--- src/rtl/isa_pkg.sv ---
// Shared data types for the core grid and the frame readout path.
// value_t is the per-core video word; scanner_state_t is the readout controller state.
package isa;

    typedef logic [7:0] value_t;

    typedef enum logic {
        IDLE   = 1'b0,
        STREAM = 1'b1
    } scanner_state_t;

    // Counter width for n positions, never narrower than one bit.
    function automatic int cnt_width(input int n);
        return (n > 1) ? $clog2(n) : 1;
    endfunction

endpackage

--- src/rtl/raster_counter.sv ---
// Raster x/y position counter with row/frame-end decode; zero latency decode.
// Advances only when advance=1, so the owner holds position under backpressure.
module raster_counter import isa::*; #(
    parameter int W = 8,
    parameter int H = 8
) (
    input  logic                    clk,
    input  logic                    rst,
    input  logic                    clear,
    input  logic                    advance,
    output logic [cnt_width(W)-1:0] x,
    output logic [cnt_width(H)-1:0] y,
    output logic                    eol,
    output logic                    last
);
    localparam int XW = cnt_width(W);
    localparam int YW = cnt_width(H);
    localparam logic [XW-1:0] X_MAX = XW'(W - 1);
    localparam logic [YW-1:0] Y_MAX = YW'(H - 1);

    assign eol  = (x == X_MAX);
    assign last = eol && (y == Y_MAX);

    // Wrapping on the last pixel leaves the counter at (0,0) ready for the next frame.
    always_ff @(posedge clk) begin
        if (rst || clear) begin
            x <= '0;
            y <= '0;
        end else if (advance) begin
            if (eol) begin
                x <= '0;
                y <= last ? '0 : y + 1'b1;
            end else begin
                x <= x + 1'b1;
            end
        end
    end

endmodule

--- src/rtl/video_scanner.sv ---
// Snapshots the W*H video grid on frame_req, then streams it in raster order.
// First pixel one cycle after capture; pixel_ready=0 holds every output stable.
module video_scanner import isa::*; #(
    parameter int W = 8,
    parameter int H = 8
) (
    input  logic                    clk,
    input  logic                    rst,
    input  value_t                  video_in [W*H],
    input  logic                    frame_req,
    input  logic                    pixel_ready,
    output logic                    pixel_valid,
    output value_t                  pixel_data,
    output logic [cnt_width(W)-1:0] pixel_x,
    output logic [cnt_width(H)-1:0] pixel_y,
    output logic                    pixel_sof,
    output logic                    pixel_eol,
    output logic                    pixel_last,
    output logic                    busy,
    output logic                    frame_dropped
);
    localparam int N  = W * H;
    localparam int IW = cnt_width(N);

    scanner_state_t state, state_nxt;
    value_t         snap [N];
    logic           capture;
    logic           advance;
    logic [IW-1:0]  idx;

    always_ff @(posedge clk) begin
        if (rst) begin
            state <= IDLE;
        end else begin
            state <= state_nxt;
        end
    end

    always_comb begin
        state_nxt = state;
        capture   = 1'b0;
        advance   = 1'b0;
        case (state)
            IDLE: begin
                if (frame_req) begin
                    capture   = 1'b1;
                    state_nxt = STREAM;
                end
            end
            STREAM: begin
                advance = pixel_ready;
                if (pixel_ready && pixel_last) begin
                    state_nxt = IDLE;
                end
            end
            default: state_nxt = IDLE;
        endcase
    end

    // The snapshot only loads from IDLE, so the cores may keep updating while the frame drains.
    always_ff @(posedge clk) begin
        if (rst) begin
            snap <= '{default: '0};
        end else if (capture) begin
            snap <= video_in;
        end
    end

    always_ff @(posedge clk) begin
        if (rst) begin
            frame_dropped <= 1'b0;
        end else begin
            frame_dropped <= (state == STREAM) && frame_req;
        end
    end

    raster_counter #(
        .W(W),
        .H(H)
    ) u_raster (
        .clk    (clk),
        .rst    (rst),
        .clear  (capture),
        .advance(advance),
        .x      (pixel_x),
        .y      (pixel_y),
        .eol    (pixel_eol),
        .last   (pixel_last)
    );

    assign idx         = IW'(pixel_y) * IW'(W) + IW'(pixel_x);
    assign pixel_data  = snap[idx];
    assign pixel_sof   = (pixel_x == '0) && (pixel_y == '0);
    assign pixel_valid = (state == STREAM);
    assign busy        = (state == STREAM);

endmodule

--- config.mk ---
export PLATFORM = sky130hd
export DESIGN_NAME = video_scanner
export DESIGN_NICKNAME = d
export VERILOG_FILES = /design/src/rtl/isa_pkg.sv /design/src/rtl/raster_counter.sv /design/src/rtl/video_scanner.sv
export SDC_FILE = /design/constraint.sdc
export NUM_CORES = 1
export LEC_CHECK = 0
export BUFFER_PORTS_ARGS = -buffer_cell sky130_fd_sc_hd__clkbuf_2
export CAP_MARGIN = 20
export CORE_AREA = 2 2 211 213
export DETAILED_ROUTE_END_ITERATION = 16
export DIE_AREA = 0 0 213 215
export GPL_ROUTABILITY_DRIVEN = 0
export PLACE_DENSITY = 0.86
export SYNTH_ARGS = -nofsm -noshare
export SYNTH_HDL_FRONTEND = slang
export SYNTH_SLANG_ARGS = --single-unit
--- constraint.sdc ---
create_clock -name clk -period 2.4 [get_ports clk]
set_input_delay 0.12 -clock clk [delete_from_list [all_inputs] [get_ports clk]]
set_output_delay 0.12 -clock clk [all_outputs]
set_load 0.01 [all_outputs]
==> impl_metrics.toml, run 1 <==
[logic_synthesis]
synth_area_sq_mm = 0.0219
synthCells = 2544
yosys_register_bits = 520
yosys.area.top_type = "dfxtp_1"
synth_cell_types = 37
synth_seq_area_share = 0.475
synth_area_leaders = "dfxtp_1 47%, nand2_1 18%, mux4_2 12%"
syn_area_per_cell_sq_um = 8.62
yosysWarnings = 0
synth_top_area_share = 0.475
syn_nets = 3066

[clock_network]
clockBufferDepth = 3
htreeDepth = 2
cts_buffers = 52
root_buffer = "clkbuf_16"
cts.sinks = 520

[placement]
place_ws_ns = -0.268
io_buffers = 535
dp_hpwl_um = 54200

[status]
haltStage = "global routing (5_1_grt)"
firstError = "[ERROR GRT-0116] Global routing finished with congestion. Check the congestion regions in the DRC Viewer."
outcome = "aborted with a tool error"

[global_routing]
grt_use_total = 0.555
first_global_vias = 28653
grt-ovfl-total = 3
grt_pass1_wl_um = 183000
grt_max_degree = 170

[floorplan]
num_rows = 77
die_h_um = 215
io_pins = 536
initial_core_util = 0.503
chipWidth_um = 213
kinds of logic after synthesis:
family	share of synthesized area
AOI/OAI and AO/OA	0.136
adders and majority gates	0.00342
buffers and inverters	0.0487
DFF	0.475
muxes	0.150
and+or+nand+nor	0.188
Yosys cell counts (all sizes together):
cell type	instances
mux2i	6
clkbuf	149
a21oi	518
o22a	1
mux4	140
o31ai	6
a31oi	4
a22oi	4
nand3	9
buf	64
nand2	1038
o22ai	18
inv	4
a211oi	6
o221ai	6
nor3b	3
nor3	3
and2	1
nand2b	2
a2111oi	1
o21ai	10
or4b	1
ha	6
dfxtp	520
or4	1
nor2b	6
a311oi	1
nand3b	1
nor2	15
stage by stage:
stage	area, sq um	hold slack, ns	cells
floorplan	21900	0.234	2544
global placement	25300	0.345	3535
detailed placement	25300	0.348	3535
CTS	33100	0.276	4206
routing by layer:
layer,GRT overflow,global-route usage
met1,0,0.590
met2,2,0.747
met3,0,0.366
met4,1,0.452
met5,0,0.117
repair_timing:
| item | CTS |
|---|---|
| endpoints found under the hold margin | 515 |
| buffers inserted | 10 |
| cloned | 4 |
| pin swaps | 4 |
| gates resized for setup | 41 |
| setup endpoints to repair | 9 |
| hold buffers | 564 |
==> run 2: changes to the inputs <==
CORE_AREA = default   (was 2 2 211 213)
CORE_MARGIN = 1.5   (was default)
CORE_UTILIZATION = 39   (was default)
DIE_AREA = default   (was 0 0 213 215)
PLACE_DENSITY = default   (was 0.86)
PLACE_DENSITY_LB_ADDON = 0.15   (was default)
==> run 2 against run 1 <==
The flow now finishes, with violations (setup timing). Synthesized cell count did not move. Synthesized area is the same.
==> impl_metrics.toml, run 2 <==
[status]
outcome = "complete, but fails checks"
violations = "setup timing"

[critical_path]
endpoint_kind = "output pin"
crit_fanout = 7
worst_ep_arrival_time_ns = 2.78
crit_type = "flip-flop to output pin"
required_ns = 2.28
crit_path_start_kind = "flip-flop"

[logic_synthesis]
yosys_register_bits = 520
synth_edf_count = 0
yosys.area.top_type = "dfxtp_1"
synth_area_sq_mm = 0.0219
synthFlopType = "dfxtp_1"
synth_top_cells_by_count = "1038 x nand2_1, 520 x dfxtp_1, 518 x a21oi_1"
syn_nets = 3066
yosysMostFrequentCell = "nand2_1"
ys_async_sr_fraction = 0
syn_area_per_cell_sq_um = 8.62
synth_top_area_share = 0.475
synth_area_leaders = "dfxtp_1 47%, nand2_1 18%, mux4_2 12%"
synthCells = 2544
synth_seq_area_share = 0.475
synth_cell_types = 37
yosysWarnings = 0

[timing]
hold_viol = 0
worst_pin_slew_ns = 0.477
timing.fmax_ghz = 0.345
finalCriticalPeriod_ns = 2.90
drv_slew = 0
skew_ns = 0.0101
setup_violations = 8
setup_ws_ns = -0.498
finalCritPeriodShare = 1.21
fin_setup_tns_ns = -3.58
holdWs_ns = 0.294
max_slew_margin = 0.682
rsz0062_at_grt = "true"

[layout]
fill_cells = 4718
instances_no_fill = 4351
layout-drive-gt1-share = 0.246
area_growth_syn_to_layout_pct = 51.6
reg_top3 = "snap x512, u_raster.x x3, u_raster.y x3"
final_common_cell = "nand2_1"
layout.area.seq_sq_mm = 0.0104
final_cell_mix = "1038 x nand2_1, 530 x clkbuf_2, 523 x dlygate4sd3_1"
multi_input_area_sq_mm = 0.0106
top_register = "snap"
largest_reg_flops = 512
finalNetCount = 4070

[floorplan]
io_pins = 536
chipWidth_um = 240
num_rows = 86
die_h_um = 240
initial_core_util = 0.397
coreArea_sq_mm = 0.0553
die_area_sq_mm = 0.0577

[drt]
viasPerCell = 5.33
drt-initial-drc-count = 1928
antenna_left = 0
drcViolationCount = 0
wl_per_cell_um = 20.7
drt_pass1_iterations = 5
vias = 23181
routed_wl_um = 90000

[clock_network]
clock_latency_ns = 0.61
htreeDepth = 2
cts.sinks = 520
root_buffer = "clkbuf_16"
clockBufferDepth = 3
clk_pin_slew_ns = 0.06
cts_tree = "built"
cts_buffers = 56

[pwr]
power_switching_w = 0.00545
p_comb_frac = 0.137
clock_power_share = 0.433
seqPwrFrac = 0.429
p_int_w = 0.0166
p_leak_nw = 13.6
p_per_area_mw_per_mm2 = 662
power_w = 0.0220
switching_share = 0.248
vdd_ir_drop_max_v = 0.000580

[flow_run]
maxCapViolations = 0

[global_routing]
first_global_vias = 22956
grt-ovfl-total = 0
grt_pass1_wl_um = 132000
grt_max_degree = 104
grt_use_total = 0.302
antenna_found_initial = 6

[placement]
place_ws_ns = -0.0295
io_buffers = 535
dp_cells = 3684
dp_hpwl_um = 59600

[worst_hold_path]
hp-class = "input port to flip-flop"
-- run 2: final timing paths --
path / to / from / slack (ns) / cells past startpoint
max: pixel_data[6] / u_raster.x[1] / -0.50 / 6
min: snap[161] / video_in[161] / 0.29 / 4
max reg2reg: busy / u_raster.y[0] / 0.10 / 8
min reg2reg: snap[279] / snap[279] / 0.45 / 2
-- run 2: metal layers --
layer / part of all wire / wire length, um / vias up / GRT usage
met2: 0.46 / 41100 / 1113 / 0.472
met4: 0.066 / 5910 / 0 / 0.191
met5: 0 / 0 / - / 0
li1: - / - / 10649 / -
met3: 0.066 / 5960 / 354 / 0.0475
met1: 0.41 / 37000 / 11065 / 0.391
-- run 2: logic make-up (layout without fill, tap and decap cells) --
family / Yosys count / count (layout) / synth area share
AOI/OAI and AO/OA: 575 / 575 / 0.136
adders and majority gates: 6 / 6 / 0.00342
buffers and inverters: 217 / 1269 / 0.0487
DFF: 520 / 520 / 0.475
muxes: 146 / 146 / 0.150
other: 0 / 7 / 0
and+or+nand+nor: 1080 / 1080 / 0.188
-- run 2: per-stage QoR --
| stage | area (sq um) | utilization |
|---|---|---|
| after floorplan | 21900 | - |
| after global placement | 25400 | 0.458 |
| after detailed placement | 25400 | 0.458 |
| after CTS | 33000 | 0.597 |
| after global routing | 33200 | 0.601 |
| final | 33200 | 0.601 |
-- run 2: cell type report --
class,count,share of cell area
Multi-Input combinational cell,1807,0.318
Sequential cell,520,0.314
Timing Repair Buffer,1159,0.277
Clock buffer,80,0.0498
Tap cell,748,0.0281
Clock inverter,26,0.0120
Inverter,4,0.000602
Antenna cell,7,0.000527
-- run 2: worst max-delay path: stages (launching register included) --
cell	delay [ns]
dfxtp_4	0.41
buf_12	0.15
mux4_2	0.55
mux4_2	0.54
o21ai_2	0.24
o31ai_1	0.11
buf_4	0.18
-- run 2: repair_timing --
action / in CTS / in global routing
hold endpoints to repair: 519 / 0
endpoints found under the setup margin: 10 / 11
pin swaps: 2 / 4
gates cloned: 3 / 2
hold buffers: 523 / 0
gates resized for setup: 25 / 25
setup buffers: 18 / 8
-- run 2: power groups by stage --
| stage | logic, W | registers, W | clock network (W) |
|---|---|---|---|
| 4_1_cts | 0.00293 | 0.00943 | 0.00968 |
| 3_5_place_dp | 0.00221 | 0.00962 | 0 |
| 6_report | 0.00302 | 0.00945 | 0.00954 |
| 5_1_grt | 0.00325 | 0.00948 | 0.0100 |
| 2_1_floorplan | 0.00128 | 0.00947 | 0 |
| 3_3_place_gp | 0.00217 | 0.00962 | 0 |
(Power assumes the default switching activity.)
